$ cat config.mk
export PLATFORM = sky130hd
export DESIGN_NAME = ic_tile_mem_responder
export DESIGN_NICKNAME = d
export VERILOG_FILES = /design/src/rtl/ic_tile_mem_responder.sv
export SDC_FILE = /design/constraint.sdc
export NUM_CORES = 1
export LEC_CHECK = 0
export BUFFER_PORTS_ARGS = -buffer_cell sky130_fd_sc_hd__buf_2
export CORE_MARGIN = 2
export CORE_UTILIZATION = 53
export CTS_CLUSTER_DIAMETER = 100
export DETAILED_ROUTE_END_ITERATION = 8
export PLACE_DENSITY = 0.86
export SLEW_MARGIN = 20
export SYNTH_ARGS = -nofsm -noshare
export SYNTH_HDL_FRONTEND = slang
export SYNTH_SLANG_ARGS = --single-unit
export TNS_END_PERCENT = 50
$ cat constraint.sdc
create_clock -name clock -period 9.5 [get_ports clock]
set_clock_uncertainty 0.1 [all_clocks]
set_input_delay 0 -clock clock [delete_from_list [all_inputs] [get_ports clock]]
set_output_delay 0 -clock clock [all_outputs]
set_load 0.02 [all_outputs]
$ cat src/rtl/ic_tile_mem_responder.sv
// rtl/ic_tile_mem_responder.sv - I-cache tile fetch responder: four 32-bit downstream reads per 16-byte tile.
// Optional one-entry tile buffer is enabled by defining IC_RESP_TILE_BUF_EN.
`timescale 1ns/1ps
module ic_tile_mem_responder #(
  parameter int TIMEOUT_CYC = 255
) (
  input  logic         clock,
  input  logic         reset,
  input  logic [63:0]  memPcAddr,
  input  logic         memPcOE,
  output logic [127:0] memPcData,
  output logic [1:0]   memPcOK,
  output logic [31:0]  busAddr,
  output logic         busOE,
  input  logic [31:0]  busData,
  input  logic [1:0]   busOK
);
  localparam logic [1:0] UMEM_OK_READY = 2'd0;
  localparam logic [1:0] UMEM_OK_HOLD  = 2'd1;
  localparam logic [1:0] UMEM_OK_OK    = 2'd2;
  localparam logic [1:0] UMEM_OK_FAULT = 2'd3;
  localparam logic [7:0] TIMEOUT_LIM   = TIMEOUT_CYC[7:0];

  typedef enum logic [1:0] {S_IDLE, S_FETCH, S_DONE, S_FAULT} state_t;

  state_t       state_q, state_d;
  logic [27:0]  tag_q, tag_d;
  logic [1:0]   beat_q, beat_d;
  logic [7:0]   cnt_q, cnt_d;
  logic [95:0]  lanes_q, lanes_d;
  logic [127:0] data_q, data_d;
  logic [1:0]   ok_q, ok_d;
  logic         oe_q, oe_d;
  logic [31:0]  addr_q, addr_d;
  logic [27:0]  req_tag;
  logic         buf_hit, fill_done, fill_fault;
  logic         unused_addr_bits;

  assign req_tag          = memPcAddr[31:4];
  assign unused_addr_bits = ^{memPcAddr[63:32], memPcAddr[3:0]};

`ifdef IC_RESP_TILE_BUF_EN
  // The buffered tile data lives in data_q: it is only rewritten on fill or fault.
  logic        buf_vld_q, buf_vld_d;
  logic [27:0] buf_tag_q, buf_tag_d;

  always_comb begin
    buf_vld_d = buf_vld_q;
    buf_tag_d = buf_tag_q;
    if (fill_fault) begin
      buf_vld_d = 1'b0;
    end else if (fill_done) begin
      buf_vld_d = 1'b1;
      buf_tag_d = tag_q;
    end
  end

  always_ff @(posedge clock or posedge reset) begin
    if (reset) begin
      buf_vld_q <= 1'b0;
      buf_tag_q <= '0;
    end else begin
      buf_vld_q <= buf_vld_d;
      buf_tag_q <= buf_tag_d;
    end
  end

  assign buf_hit = buf_vld_q && (buf_tag_q == req_tag);
`else
  logic unused_fill;
  assign buf_hit     = 1'b0;
  assign unused_fill = fill_done ^ fill_fault;
`endif

  always_comb begin
    state_d    = state_q;
    tag_d      = tag_q;
    beat_d     = beat_q;
    cnt_d      = cnt_q;
    lanes_d    = lanes_q;
    data_d     = data_q;
    ok_d       = ok_q;
    oe_d       = 1'b0;
    fill_done  = 1'b0;
    fill_fault = 1'b0;
    case (state_q)
      S_IDLE: begin
        ok_d = UMEM_OK_READY;
        if (memPcOE) begin
          tag_d  = req_tag;
          beat_d = 2'd0;
          cnt_d  = 8'd0;
          if (buf_hit) begin
            state_d = S_DONE;
            ok_d    = UMEM_OK_OK;
          end else begin
            state_d = S_FETCH;
            ok_d    = UMEM_OK_HOLD;
            oe_d    = 1'b1;
          end
        end
      end
      S_FETCH: begin
        if (!memPcOE) begin
          state_d = S_IDLE;
          ok_d    = UMEM_OK_READY;
        end else if (busOK == UMEM_OK_OK) begin
          cnt_d = 8'd0;
          if (beat_q == 2'd3) begin
            state_d   = S_DONE;
            ok_d      = UMEM_OK_OK;
            data_d    = {busData, lanes_q};
            fill_done = 1'b1;
          end else begin
            case (beat_q)
              2'd0:    lanes_d[31:0]  = busData;
              2'd1:    lanes_d[63:32] = busData;
              default: lanes_d[95:64] = busData;
            endcase
            beat_d = beat_q + 2'd1;
            oe_d   = 1'b1;
          end
        end else if (busOK == UMEM_OK_FAULT || (cnt_q + 8'd1) == TIMEOUT_LIM) begin
          state_d    = S_FAULT;
          ok_d       = UMEM_OK_FAULT;
          data_d     = '0;
          fill_fault = 1'b1;
        end else begin
          cnt_d = cnt_q + 8'd1;
          oe_d  = 1'b1;
        end
      end
      S_DONE: begin
        ok_d = UMEM_OK_OK;
        if (!memPcOE) begin
          state_d = S_IDLE;
          ok_d    = UMEM_OK_READY;
        end else if (req_tag != tag_q) begin
          tag_d   = req_tag;
          beat_d  = 2'd0;
          cnt_d   = 8'd0;
          state_d = S_FETCH;
          ok_d    = UMEM_OK_HOLD;
          oe_d    = 1'b1;
        end
      end
      default: begin
        ok_d = UMEM_OK_FAULT;
        if (!memPcOE) begin
          state_d = S_IDLE;
          ok_d    = UMEM_OK_READY;
        end
      end
    endcase
    addr_d = {tag_d, beat_d, 2'b00};
  end

  always_ff @(posedge clock or posedge reset) begin
    if (reset) begin
      state_q <= S_IDLE;
      tag_q   <= '0;
      beat_q  <= '0;
      cnt_q   <= '0;
      lanes_q <= '0;
      data_q  <= '0;
      ok_q    <= UMEM_OK_READY;
      oe_q    <= 1'b0;
      addr_q  <= '0;
    end else begin
      state_q <= state_d;
      tag_q   <= tag_d;
      beat_q  <= beat_d;
      cnt_q   <= cnt_d;
      lanes_q <= lanes_d;
      data_q  <= data_d;
      ok_q    <= ok_d;
      oe_q    <= oe_d;
      addr_q  <= addr_d;
    end
  end

  assign memPcData = data_q;
  assign memPcOK   = ok_q;
  assign busOE     = oe_q;
  assign busAddr   = addr_q;
endmodule

; ---- Yosys cells after proc, flatten, opt, wreduce, memory -nomap -nowiden
; Cells that the tools add are included.
[word_totals]
input_bits = 101
register_bits = 297
output_inout_bits = 163
[classes]
add_sub_neg = 2
muxes = 43
n_reduce_logical = 13
n_bitwise = 2
eq_ne = 18
[op_table]
columns = op, n
row1 = 128-bit two-way mux, 3
row2 = 28-bit two-way mux, 3
row3 = 28-bit case mux with 2 select lines, 1
row4 = 8-bit two-way mux, 6
row5 = 2-bit two-way mux, 17
row6 = 28-bit != test, 1
row7 = 8-bit case mux with 3 select lines, 1
row8 = 5-bit AND reduction, 4
row9 = 2-bit case mux with 3 select lines, 3
row10 = 8-bit by 1-bit adder with 8-bit output (second input constant), 1
row11 = 2-bit == test (second input constant), 4
row12 = 8-bit == test (second input constant), 1
row13 = 1-bit two-way mux, 8
row14 = 2-bit != test (second input constant), 4
row15 = 4-bit != test (second input constant), 2
row16 = 3-bit != test (second input constant), 2
row17 = 6-bit AND reduction, 1
row18 = 2-bit by 1-bit == test with 1-bit output (second input constant), 2
row19 = 2-bit logical NOT, 2
row20 = 4-bit by 1-bit != test with 1-bit output (second input constant), 1
row21 = 4-bit AND reduction, 1
row22 = 1-bit case mux with 3 select lines, 1
row23 = 3-bit nonzero test, 1
row24 = 2-bit by 1-bit adder with 2-bit output (second input constant), 1
row25 = other kinds (6), 7

; ---- Logic depth before layout (Yosys ltp)
; Gate-level depths: netlist (run 1).
[logic_depth]
depth_word = 7
ltp_mapped = 10
ltp_nobuf = 8

; ---- Worst setup path before layout (run 1)
; Ideal clock, no wire load.
[synth_path]
path_type = register to register
start = register cnt_q[1]
end = register state_q[0]
stages_incl_launch_ff = 8
arrival_ns = 2.112
required_time_ns = 9.273
setup_slack_ns = 7.160
path_cell_list = dfrtp_1 -> ha_1 -> nand4b_1 -> nor3_1 -> nor4_2 -> or3_4 -> a221o_1 -> mux2_1
[synth_between]
elab_chain_len = 5
[synth_rtl]
columns = item, line
row1 = "start, declared", 29  ; logic [7:0] cnt_q, cnt_d;
row2 = "start signal, assigned", 173  ; cnt_q <= cnt_d;
row3 = 8-bit by 1-bit adder with 8-bit output, 123  ; end else if (busOK == UMEM_OK_FAULT || (cnt_q + 8'd1) == TIMEOUT_LIM) begin
row4 = 8-bit == test, 123
row5 = 1-bit logical OR, 123
row6 = 4-bit != test (no source line), -
row7 = 5-bit AND reduction (no source line), -
row8 = "end signal, assigned", 170  ; state_q <= state_d;
row9 = "end, declared", 26  ; state_t state_q, state_d;
; No other way between the ends.
; A chain may end at the register's enable or synchronous reset.

; ---- Worst setup path after layout (run 1)
[layout_path]
start = register state_q[1]
end = register data_q[81] (netlist: memPcData[81])
[layout_between]
elab_chain_len = 2
[layout_rtl]
columns = item, line
row1 = 2-bit by 1-bit == test with 1-bit output, 86  ; case (state_q)
row2 = 4-bit AND reduction (no source line), -
row3 = "end signal, assigned", 175  ; data_q <= data_d;
row4 = "end, declared", 31  ; logic [127:0] data_q, data_d;
; No other way between the ends.

==> qor.txt, run 1 <==
Status - completed
Vias in the first global route - 7,613
Die Wd - 144 um
Final hold vios - 0
Worst skew pair latency - 0.52 ns
Met2 Use GR - 40.5%
Fmax - 272 MHz
Power Dens Cells - 337 mW/mm2
CTS Root Cell - clkbuf_16
Final wirelength - 26,100 um
Yosys top cell by area - dfrtp_1
Fin cells - 1,289
Cell variety after synth - 50
EDFF count, synth - 0
Routed len/inst - 20.2 um
Worst relative slew slack - 31.2%
GR Layer Usage met3 - 4.87%
Count of state elements after synthesis - 267
Post-DP HPWL - 15,400 um
Dpl ws - 5.96 ns
Layout cells sized above 1 - 36.0%
Top cells by area, synth - dfrtp_1 64%, a22o_1 13%, mux2_2 8.3%
Synthesis Warnings - 0
Via count - 7,538
Final period demand of the worst path - 3.68 ns
CTS sink count - 267
Die area - 0.0208 mm2
Number of port buffers - 225
Largest net degree at the start of global routing - 112
Setup-failing EPs final - 0
Kind of critical path - register to register
Worst-path fanout max - 88
Max-Cap Viols - 0
Initial DRC count - 392
Row Count - 51
Setup TNS - 0 ns
IO Count - 264
CTS tree - built
H-tree lvl count - 1
Gr usage total - 24.9%
First-pass GRT wire length - 41,100 um
DRC viols - 0
Crit start category - register
Synth Cell Area - 0.0104 mm2
Post-route antenna net violation count - 0
Setup Fix Bufs, Post-CTS - 0
CORE AREA - 0.0193 mm2
Fin Hold WS - 0.0502 ns
Final WS setup - 5.82 ns
Top FF cell, synth - dfrtp_1
Tot Pwr - 0.00449 W
Gpl congestion - 0.893
Grt ovf - 0
Nets - 1,112
Sequential area share after synthesis - 64.2%
Synth Area per Inst - 14.3 um2
CP Capture Type - register
Clock Tree Buf Depth - 3
Filler cells - 1,272
Gate Count Post-Synth - 726
Dpl cells - 1,177
Die Y - 144 um
Slew at the pin closest to its max-slew limit - 1.03 ns
Final Cycle Share - 38.7%
Via/cell ratio - 5.85
Initial core utilization - 53.8%
Crit path DAT - 4.02 ns
TritonCTS buffer count - 27
Final Max Slew Viols - 0
GR Util met1 - 33.2%
Antenna Cells - 0
CTS clk-pin slew, worst paths - 0.07 ns
Max IR drop VDD - 0.182 mV
Share of the synthesized area in the top cell type - 64.2%
Hold WC Path Type - input pin to async pin
Layout area overhead - 28.2%
Asr flop ratio synth - 100%
Drt first pass iters - 5
RSZ-0062 raised after global routing - false
Leakage - 6.66 nW
GR peak layer - met2
Initial antenna violation count - 0
Worst Path Required - 9.84 ns
what timing repair did:
action / in CTS / in global routing
resized for setup: 0 / 0
hold buffers: 64 / 0
endpoints found under the hold margin: 275 / 0
layout by cell type, fill, tap and decap left out, types with 2 or more instances in the layout:
cell type and instances:
a21oi_1 12, a22o_1 157, buf_2 225, buf_4 7, bufinv_16 4, clkbuf_16 27
clkbuf_8 5, clkinv_2 8, conb_1 2, dfrtp_1 267, dlygate4sd3_1 64, ha_1 6
inv_1 11, mux2_1 20, mux2_2 77, nand2_1 9, nand2b_1 3, nand3_1 4
nand4_1 5, nor2_1 12, nor3_1 2, nor3_2 2, nor4_1 10, o211ai_1 2
o21a_1 2, o21ai_0 9, o21ai_1 2, o31ai_1 2, or3_1 2, or4_1 3
xnor2_1 3, xor2_1 28
Yosys cell counts, drive strengths merged, types with 3 or more instances:
cell / count
mux2: 97
nor4: 11
buf: 27
nand2b: 3
nand2: 9
or3: 3
nor2: 13
ha: 6
nand4: 6
dfrtp: 267
o21ai: 11
inv: 13
nor3: 4
clkbuf: 21
a22o: 157
or4: 3
xor2: 28
xnor2: 3
nand3: 4
a21oi: 13
critical path, stage by stage (launching register included):
cell	delay, ns
dfrtp_1	0.42
inv_1	0.09
ha_1	0.26
inv_1	0.18
nor2_1	0.28
nand2_1	0.23
nor2_4	0.81
buf_4	0.86
a22o_1	0.28
metal layers:
metal	routed length (um)	up-vias	part of all wire, %
li1	-	3283	-
met1	10800	3866	41
met2	12500	298	48
met3	1550	91	6.0
met4	1180	0	4.5
met5	0	-	0
layout make-up:
cell class              count  area [um2]  area share, %
clock inverters            15         185           1.39
well taps                 265         332           2.49
flip-flops and latches    267        6680           50.1
clock buffers              33         748           5.61
repair buffers            297        1830           13.7
inverters                  13        56.3          0.422
multi-input cells         399        3510           26.3
metrics by stage:
step	util (%)	area (um2)
3_5_place_dp	60.8	11800
4_1_cts	69.0	13300
5_1_grt	69.0	13300
6_report	69.0	13300
3_3_place_gp	60.7	11700
2_1_floorplan	-	10400
final timing paths:
check                                   startpoint                        end  slack (ns)  cells after the start
max                         state_q[1]$_DFFE_PP0P_  memPcData[81]$_DFFE_PP0P_        5.82                      8
min                                          reset  memPcData[63]$_DFFE_PP0P_        0.05                      3
max reg2reg                 state_q[1]$_DFFE_PP0P_  memPcData[81]$_DFFE_PP0P_        5.82                      8
min reg2reg                lanes_q[61]$_DFFE_PP0P_  memPcData[61]$_DFFE_PP0P_        0.38                      1
max in group asynchronous                    reset  memPcData[40]$_DFFE_PP0P_        7.24                      5
min in group clock                   memPcAddr[20]                   register        0.17                      3
cell families (layout without fill, tap and decap cells):
family	count (synthesis)	count (layout)	share of synthesized area, %
XOR/XNOR	31	31	2.61
buffers and inverters	61	358	2.57
flip-flops	267	267	64.2
AND/OR/NAND/NOR	62	62	3.37
multiplexers	98	98	10.6
other	1	2	0.0360
AO/OA/AOI/OAI	200	200	15.9
adder cells (fa/ha/maj)	6	6	0.721
power by group:
part / total (W) / switching (W) / internal (W)
Combinational: 0.00149 / 0.000850 / 0.000637
Sequential: 0.00190 / 0.000299 / 0.00161
Clock: 0.00110 / 0.000431 / 0.000667
Total: 0.00449 / 0.00158 / 0.00291
(Power assumes the default switching activity.)
==> inputs of run 2 (changes only) <==
--- a/config.mk
+++ b/config.mk
@@ -7,10 +7,10 @@
 export LEC_CHECK = 0
 export BUFFER_PORTS_ARGS = -buffer_cell sky130_fd_sc_hd__buf_2
 export CORE_MARGIN = 2
-export CORE_UTILIZATION = 53
+export CORE_UTILIZATION = 48
 export CTS_CLUSTER_DIAMETER = 100
 export DETAILED_ROUTE_END_ITERATION = 8
-export PLACE_DENSITY = 0.86
+export PLACE_DENSITY = 0.82
 export SLEW_MARGIN = 20
 export SYNTH_ARGS = -nofsm -noshare
 export SYNTH_HDL_FRONTEND = slang
==> constraint.sdc (replaced) <==
create_clock -name clock -period 3.2 [get_ports clock]
set_clock_uncertainty 0.1 [all_clocks]
set_input_delay 0 -clock clock [delete_from_list [all_inputs] [get_ports clock]]
set_output_delay 0 -clock clock [all_outputs]
set_load 0.02 [all_outputs]
==> run 2 against run 1 <==
- critical path depth is 2 lower
- critical endpoint is now state_q[0]$_DFFE_PP0P_
- routed wire length rose by 4.0%
- largest power group unchanged
- highest routed layer unchanged
- clock-buffer cell count rose by 7
- sequential power increased to 3.0 times the previous value
- non-clock buffer count rose by 9
- largest cell class unchanged
- flip-flop and latch count stayed put
- core utilization down 5.2 points
- cell area rose by 1.2%
==> qor.txt, run 2 (same netlist as run 1, synthesis figures left out) <==
Status - completed
Kind of critical path - register to register
Reg2reg path depth - 6
DRC viols - 0
CTS clk-pin slew, worst paths - 0.06 ns
Post-route antenna net violation count - 0
CTS Root Cell - clkbuf_16
Most frequent cells in the layout - 267 x dfrtp_1, 225 x buf_2, 157 x a22o_1, 77 x mux2_2, 64 x dlygate4sd3_1
IO Count - 264
Setup-failing EPs final - 0
Worst relative slew slack - 34.2%
First-pass GRT wire length - 42,700 um
Final period demand of the worst path - 2.69 ns
CORE AREA - 0.0212 mm2
Initial core utilization - 49.2%
Via/cell ratio - 5.77
Worst-path fanout max - 4
Clock share of power - 23.7%
Number of port buffers - 225
Worst flop-to-flop path endpoint - state_q[0]$_DFFE_PP0P_
Via count - 7,565
Clock Tree Buf Depth - 3
Post-DP HPWL - 16,400 um
Max-Cap Viols - 0
Critical Path Sink - state_q[0]$_DFFE_PP0P_
H-tree lvl count - 1
CTS sink count - 267
Antenna Cells - 0
Crit-path max cell delay - 0.73 ns
Post-layout util - 63.8%
Initial antenna violation count - 0
TritonCTS buffer count - 27
Gr usage total - 23.7%
Power Dens Cells - 984 mW/mm2
Resized cells post-CTS - 0
Nets - 1,121
Worst skew pair latency - 0.53 ns
Slew at the pin closest to its max-slew limit - 0.985 ns
Die Wd - 151 um
Tot Pwr - 0.0133 W
Slowest CP cell - nor4_1
Gpl congestion - 0.836
Drt first pass iters - 5
Grt ovf - 0
Initial DRC count - 424
Most common cell after layout, fill and taps aside - dfrtp_1
Fin Hold WS - 0.153 ns
Vias in the first global route - 7,868
CTS tree - built
Crit start category - register
CP Capture Type - register
Cell Int Power - 0.00855 W
Final hold vios - 0
Hold WC Path Type - input pin to async pin
Fmax - 372 MHz
Crit path DAT - 2.99 ns
Final wirelength - 27,100 um
Row Count - 53
Final Cycle Share - 84.0%
Crit path cell chain - xor2_1 > nor4_1 > nand4_1 > nor2_1 > a221o_1 > mux2_1
Worst R2R Setup Slack - 0.51 ns
Worst Path Required - 3.50 ns
Die area - 0.0229 mm2
Final Max Slew Viols - 0
Layout cells sized above 1 - 36.1%
Flop pwr share - 42.7%
Routed len/inst - 20.7 um
Die Y - 151 um
Comb power frac - 33.6%
Layout area overhead - 29.7%
Switching share of power - 35.6%
Largest net degree at the start of global routing - 77
Max IR drop VDD - 0.594 mV
Leakage - 6.72 nW
RSZ-0062 raised after global routing - false
Switching pwr - 0.00473 W
## run 2: cell count changes in the layout (fill, tap and decap cells not counted), moves of 2 or more
| cell | previous run | this run |
|---|---|---|
| clkbuf_1 | 1 | 7 |
| bufinv_16 | 4 | 2 |
| clkinv_2 | 8 | 5 |
| buf_12 | 0 | 11 |
## run 2: area by class of cell
cell class / count / area, um2
fill: 1529 / 7650
sequential: 267 / 6680
multi-input combinational: 399 / 3500
timing repair buffer: 306 / 2030
clock buffer: 40 / 785
tap: 275 / 344
clock inverter: 10 / 111
inverter: 13 / 52.6
## run 2: critical path: cells and delay by family (launching register included)
family | cells | cell delay, ns
flops | 1 | 0.42
xor+xnor | 1 | 0.18
compound gates | 1 | 0.21
simple gates | 3 | 1.32
mux | 1 | 0.32
## run 2: worst min path at each step
stage | end | slack (ns) | depth (start not counted)
finish | memPcData[61]$_DFFE_PP0P_ | 0.15 | 3
CTS | register | 0.13 | 3
global placement | register | 0.14 | 2
detailed placement | register | 0.15 | 2
floorplan | memPcData[100]$_DFFE_PP0P_ | 0.03 | 1
global route | register | 0.16 | 3
## run 2: power by group through the flow
| stage | clock [W] | combinational (W) | sequential, W |
|---|---|---|---|
| floorplan | 0 | 0.00180 | 0.00658 |
| global placement | 0 | 0.00423 | 0.00558 |
| detailed placement | 0 | 0.00436 | 0.00565 |
| CTS | 0.00323 | 0.00443 | 0.00564 |
| global route | 0.00337 | 0.00476 | 0.00584 |
| finish | 0.00315 | 0.00446 | 0.00568 |
## run 2: per-layer routing
metal  global-route usage (%)  routed length, um  up-vias
met1                     30.8              11000     3902
met3                     5.00               1680       79
met5                        0                  0        -
li1                         -                  -     3285
met4                     9.81               1090        0
met2                     38.9              13300      299
## run 2: stage by stage
stage	std cells	setup WS (ns)	cell area (um2)	setup TNS [ns]
2_1_floorplan	727	-0.425	10400	-113.60
3_3_place_gp	1196	0.651	12000	0
3_5_place_dp	1196	0.599	12000	0
4_1_cts	1310	0.606	13500	0
5_1_grt	1310	0.393	13500	0
6_report	1310	0.512	13500	0
## run 2: what timing repair did
action	4_1_cts	5_1_grt
endpoints found under the setup margin	0	0
setup buffers	0	0
hold buffers	64	0
endpoints found under the hold margin	197	0
